### src/rtl/mult_unit.sv
// mult_unit -- iterative 32x32 -> 64-bit multiplier for MULT / MULTU.
//
// Works on operand magnitudes with a shift-add loop, then applies the sign
// to the 64-bit product in two 32-bit halves. All arithmetic (absolute value,
// partial-product accumulate, two's-complement negate) shares one 32-bit
// adder. Latency is fixed: a start accepted at edge k produces done and new
// hi/lo at edge k+36.
//
// Ports:
//   clk        rising-edge clock
//   reset      synchronous, active-high reset
//   start      request, accepted only when busy = 0 (IDLE or DONE)
//   is_signed  1 = MULT (two's complement), 0 = MULTU; sampled with start
//   op_a       multiplicand (rs); sampled with start
//   op_b       multiplier (rt); sampled with start
//   busy       operation in progress
//   done       one-cycle pulse, hi/lo just updated
//   hi, lo     upper / lower 32 bits of the last product

// 32-bit ripple-style adder shared by every arithmetic step of the multiplier.
//   a, b   addends
//   c_in   carry in
//   sum    low 32 bits of a + b + c_in
//   c_out  carry out
module adder_32bit (
   input  logic [31:0] a,
   input  logic [31:0] b,
   input  logic        c_in,
   output logic [31:0] sum,
   output logic        c_out
);
   assign {c_out, sum} = {1'b0, a} + {1'b0, b} + {32'b0, c_in};
endmodule

module mult_unit (
   input  logic        clk,
   input  logic        reset,
   input  logic        start,
   input  logic        is_signed,
   input  logic [31:0] op_a,
   input  logic [31:0] op_b,
   output logic        busy,
   output logic        done,
   output logic [31:0] hi,
   output logic [31:0] lo
);

   typedef enum logic [2:0] {
      IDLE   = 3'd0,
      ABS_A  = 3'd1,
      ABS_B  = 3'd2,
      RUN    = 3'd3,
      NEG_LO = 3'd4,
      NEG_HI = 3'd5,
      DONE   = 3'd6
   } state_t;

   state_t      state_q, state_d;
   logic [31:0] mcand_q, mcand_d;
   logic [31:0] acc_q,   acc_d;
   logic [31:0] mplr_q,  mplr_d;
   logic        sgn_q,   sgn_d;     // latched is_signed
   logic        neg_q,   neg_d;     // product must be negated
   logic [4:0]  cnt_q,   cnt_d;
   logic        nc_q,    nc_d;      // carry from low-half negate into high half
   logic [31:0] hi_q,    hi_d;
   logic [31:0] lo_q,    lo_d;
   logic        busy_q,  busy_d;
   logic        done_q,  done_d;

   logic [31:0] add_a, add_b, add_sum;
   logic        add_ci, add_co;

   adder_32bit u_adder (
      .a     (add_a),
      .b     (add_b),
      .c_in  (add_ci),
      .sum   (add_sum),
      .c_out (add_co)
   );

   always_comb begin
      state_d = state_q;
      mcand_d = mcand_q;
      acc_d   = acc_q;
      mplr_d  = mplr_q;
      sgn_d   = sgn_q;
      neg_d   = neg_q;
      cnt_d   = cnt_q;
      nc_d    = nc_q;
      hi_d    = hi_q;
      lo_d    = lo_q;
      add_a   = 32'd0;
      add_b   = 32'd0;
      add_ci  = 1'b0;

      case (state_q)
         IDLE, DONE: begin
            // Raw operands are parked in mcand/mplr; the ABS states
            // replace them in place with their magnitudes.
            if (start) begin
               mcand_d = op_a;
               mplr_d  = op_b;
               sgn_d   = is_signed;
               neg_d   = is_signed & (op_a[31] ^ op_b[31]);
               state_d = ABS_A;
            end else begin
               state_d = IDLE;
            end
         end
         ABS_A: begin
            // ~x + 1; 0x80000000 maps to itself, which is also its magnitude.
            add_a  = ~mcand_q;
            add_ci = 1'b1;
            if (sgn_q & mcand_q[31]) mcand_d = add_sum;
            state_d = ABS_B;
         end
         ABS_B: begin
            add_a  = ~mplr_q;
            add_ci = 1'b1;
            if (sgn_q & mplr_q[31]) mplr_d = add_sum;
            acc_d   = 32'd0;
            cnt_d   = 5'd0;
            state_d = RUN;
         end
         RUN: begin
            // One shift-add step: {acc,mplr} is a 65-bit right shift with the
            // adder carry entering at the top. Product bits fill mplr from
            // the left as multiplier bits leave on the right.
            add_a = acc_q;
            add_b = mplr_q[0] ? mcand_q : 32'd0;
            {acc_d, mplr_d} = {add_co, add_sum, mplr_q[31:1]};
            cnt_d = cnt_q + 5'd1;
            if (cnt_q == 5'd31) state_d = NEG_LO;
         end
         NEG_LO: begin
            add_a  = ~mplr_q;
            add_ci = 1'b1;
            if (neg_q) begin
               mplr_d = add_sum;
               nc_d   = add_co;
            end else begin
               nc_d   = 1'b0;
            end
            state_d = NEG_HI;
         end
         NEG_HI: begin
            // High half of the 64-bit negate: ~acc plus carry out of the low
            // half, so a zero product stays zero instead of 0xFFFFFFFF_00000000.
            add_a  = ~acc_q;
            add_ci = nc_q;
            hi_d   = neg_q ? add_sum : acc_q;
            lo_d   = mplr_q;
            state_d = DONE;
         end
         default: state_d = IDLE;
      endcase

      busy_d = (state_d == ABS_A) || (state_d == ABS_B) || (state_d == RUN) ||
               (state_d == NEG_LO) || (state_d == NEG_HI);
      done_d = (state_d == DONE);
   end

   always_ff @(posedge clk) begin
      if (reset) begin
         state_q <= IDLE;
         mcand_q <= 32'd0;
         acc_q   <= 32'd0;
         mplr_q  <= 32'd0;
         sgn_q   <= 1'b0;
         neg_q   <= 1'b0;
         cnt_q   <= 5'd0;
         nc_q    <= 1'b0;
         hi_q    <= 32'd0;
         lo_q    <= 32'd0;
         busy_q  <= 1'b0;
         done_q  <= 1'b0;
      end else begin
         state_q <= state_d;
         mcand_q <= mcand_d;
         acc_q   <= acc_d;
         mplr_q  <= mplr_d;
         sgn_q   <= sgn_d;
         neg_q   <= neg_d;
         cnt_q   <= cnt_d;
         nc_q    <= nc_d;
         hi_q    <= hi_d;
         lo_q    <= lo_d;
         busy_q  <= busy_d;
         done_q  <= done_d;
      end
   end

   assign busy = busy_q;
   assign done = done_q;
   assign hi   = hi_q;
   assign lo   = lo_q;

endmodule

### config.mk
export PLATFORM = sky130hd
export DESIGN_NAME = mult_unit
export DESIGN_NICKNAME = d
export VERILOG_FILES = /design/src/rtl/mult_unit.sv
export SDC_FILE = /design/constraint.sdc
export NUM_CORES = 1
export LEC_CHECK = 0
export CORE_AREA = 3 3 141 143
export CTS_CLUSTER_SIZE = 16
export DETAILED_ROUTE_END_ITERATION = 10
export DIE_AREA = 0 0 144 146
export PLACE_DENSITY = 0.8
export SYNTH_ARGS = -nofsm -noshare
export SYNTH_HDL_FRONTEND = slang
export SYNTH_SLANG_ARGS = --single-unit
export TNS_END_PERCENT = 30
### constraint.sdc
create_clock -name clk -period 5.25 [get_ports clk]
set_clock_uncertainty 0.05 [all_clocks]
set_input_delay 0.525 -clock clk [delete_from_list [all_inputs] [get_ports clk]]
set_output_delay 0.525 -clock clk [all_outputs]
set_load 0.02 [all_outputs]
==> results_dict.tcl <==
set metrics [dict create \
    worstSetupPathType "flop to flop" \
    post-cts-setup-buffer-count 0 \
    fin_util_pct 66.40 \
    period_share_pct 85.59 \
    outcome "finished clean" \
    n_fill_cell 1654 \
    via_per_inst 6.896 \
    antenna_found_initial 1 \
    finalSetupViolations 0 \
    yosysUniqueCellTypes 72 \
    cts_tree "built" \
    fp.dieH_um 146 \
    p_leak_nw 4.840 \
    vias 11650 \
    place_ws_ps 951.5 \
    core_area_um2 18710 \
    hold_start "lo[25]$_SDFFE_PP0N_" \
    drv_slew 0 \
    synth_most_common_cell "nand2_1" \
    cts_root_buffer "clkbuf_16" \
    clock.fmax_mhz 222.6 \
    die_x_um 144 \
    cp_num_buf_inv 2 \
    drc 0 \
    tns_ps 0 \
    diodes 0 \
    cts.clk_slew.worst_paths_ps 80 \
    total_power_w 0.003605 \
    insertion_delay_ps 440 \
    synth_seq_area_share_pct 33.25 \
    io_buffers 133 \
    crit_arrival_ps 4740 \
    drt-total-wl_um 41020 \
    dp.cells 1658 \
    yosysTopAreaCell "dfxtp_1" \
    synthToLayoutAreaGrowth_pct 19.26 \
    yosysTopAreaCellShare_pct 33.25 \
    syn_area_um2 10410 \
    grt_pass1_vias 10290 \
    cpLargestDelayFamily "compound AO/OA/AOI/OAI gates" \
    cts_buffers 17 \
    yosys-top-cells-area "dfxtp_1 (33%), nand2_1 (7.3%), a21oi_1 (6.6%)" \
    drt_iter0_drc 1906 \
    ys.flop_type "dfxtp_1" \
    ant_nets 0 \
    critical-path-max-stage-delay_ps 570 \
    timing.critical_path.from "state_q[1]$_SDFF_PP0_" \
    initial_core_util_pct 55.68 \
    ys.warnings.count 0 \
    setup_ws_ps 756.7 \
    crit_slowest_cell "a221oi_1" \
    fp-row-count 50 \
    grt_overflow 0 \
    cp_cell_sequence "buf_4 -> or2_2 -> buf_4 -> o22ai_1 -> a221oi_1 -> ha_1 -> a21oi_1 -> o211ai_1 -> a21oi_1 -> nor3_1 -> a21oi_1 -> nor2b_1 -> o221ai_1" \
    rsz0062_at_grt "no" \
    powerDensity_nw_per_um2 290.3 \
    grt_start_max_net_pins 71 \
    required_ps 5490 \
    netlist_instances 1388 \
    hold_viol 0 \
    crit_path_max_fanout 33 \
    final_cells 1690 \
    gp_congestion 1.048 \
    min_period_ps 4493 \
    slew_headroom_pct 14.05 \
    synth_commonest_cells "nand2_1 (203), dfxtp_1 (173), a21oi_1 (138)" \
    cts_sinks 173 \
    start_kind "flop" \
    path_common_cell "a21oi_1" \
    fin_nets 1546 \
    routedWlPerCell_um 24.27 \
    worstMarginPinSlew_ps 1288 \
    htreeDepth 4 \
    ys_ff_latch 173 \
    hp-class "flop to flop" \
    grt_pass1_wl_um 62220 \
    synth_nets 1491 \
    end_kind "flop" \
    r2r_start "state_q[1]$_SDFF_PP0_" \
    pin_count 134 \
    dieArea_um2 21020 \
    syn_avg_cell_area_um2 7.504 \
    drive_gt1_share_pct 6.662 \
    dr.pass1.iters 8 \
    ctsResizeCount 0 \
    cts_buffer_depth 2 \
    grt_usage_pct 38.03 \
    dpl.hpwl_um 28930 \
    drv_cap 0 \
    synth_edf_count 0 \
    vdd_drop_max_uv 242.8 \
    postCtsHoldBufs 0 \
    async_reset_ff_share_pct 0 \
]
-- tightest hold or removal path, stage by stage, from the launching register on --
cell and delay, ps:
dfxtp_1 310, nand2_1 50, a21oi_1 50
-- sequential cells by signal, indices dropped and copies added, names as in the netlist --
| name | cells |
|---|---|
| cnt_q | 5 |
| nc_q | 1 |
| state_q | 3 |
| mplr_q | 32 |
| neg_q | 1 |
| hi | 32 |
| sgn_q | 1 |
| lo | 32 |
| busy | 1 |
| acc_q | 32 |
| mcand_q | 32 |
| done | 1 |
-- metrics by stage --
| step | hold WS [ps] | area, um2 |
|---|---|---|
| final | 404.1 | 12420 |
| after global routing | 427.6 | 12420 |
| after CTS | 406.7 | 12420 |
| after detailed placement | 395.3 | 11810 |
| after global placement | 392.2 | 11810 |
| after floorplan | 386.2 | 10420 |
-- cell families after synthesis --
logic type	Yosys count	share of synthesized area (%)
buf+inv	133	5.034
simple gates	508	22.36
fa+ha+maj	35	4.349
xor+xnor	22	1.850
mux	13	1.261
compound gates	504	31.90
flops	173	33.25
-- layer usage --
layer  vias up  wire, um  share of wire, %  GRT usage, %
li1       5232         -                 -             -
met1      5458     17090                42         57.21
met2       874     16490                40         51.54
met3        90      6567                16         13.90
met4         0       875               2.1         8.522
met5         -         0                 0             0
-- path summary, 6_finish.rpt --
path	cells past startpoint	slack, ps	end
setup / recovery	13	760	acc_q[29]$_SDFFE_PP0P_
hold / removal	2	400	lo[25]$_SDFFE_PP0N_
hold reg to reg	2	400	lo[25]$_SDFFE_PP0N_
setup reg to reg	13	760	acc_q[29]$_SDFFE_PP0P_
-- cell type report --
| cell class | instances | area [um2] | area share (%) |
|---|---|---|---|
| Tap cell | 234 | 292.8 | 2.357 |
| Inverter | 9 | 33.78 | 0.2720 |
| Timing Repair Buffer | 160 | 1544 | 12.43 |
| Clock buffer | 17 | 425.4 | 3.425 |
| Sequential cell | 173 | 3463 | 27.88 |
| Clock inverter | 15 | 188.9 | 1.521 |
| Multi-Input combinational cell | 1082 | 6472 | 52.11 |
-- cells in the final DEF, fill, tap and decap left out, drive strengths merged, types with 6 or more instances in the layout --
cell             n
a22oi           11
dfxtp          173
nand3           39
ha              33
mux2i           12
nor3            20
xor2            16
o211ai          15
buf             28
a31o             6
a21oi          139
or3              8
nor2           129
a21o            40
clkdlybuf4s50  132
a211oi          30
a311oi           8
inv             15
nor2b            7
and4            12
xnor2            6
o22ai           45
a31oi           20
clkinv           9
nand2          203
and3            53
clkbuf          17
a221oi          51
o21ai          101
nand4           11
-- where the power goes --
group | internal [W] | switching, W | total (W) | leakage, nW
Combinational | 0.000277 | 0.000555 | 0.000832 | 3.14
Clock | 0.000652 | 0.000656 | 0.00131 | 0.298
Sequential | 0.00137 | 0.0000920 | 0.00147 | 1.41
Total | 0.00230 | 0.00130 | 0.00361 | 4.84
(Power assumes the default switching activity.)
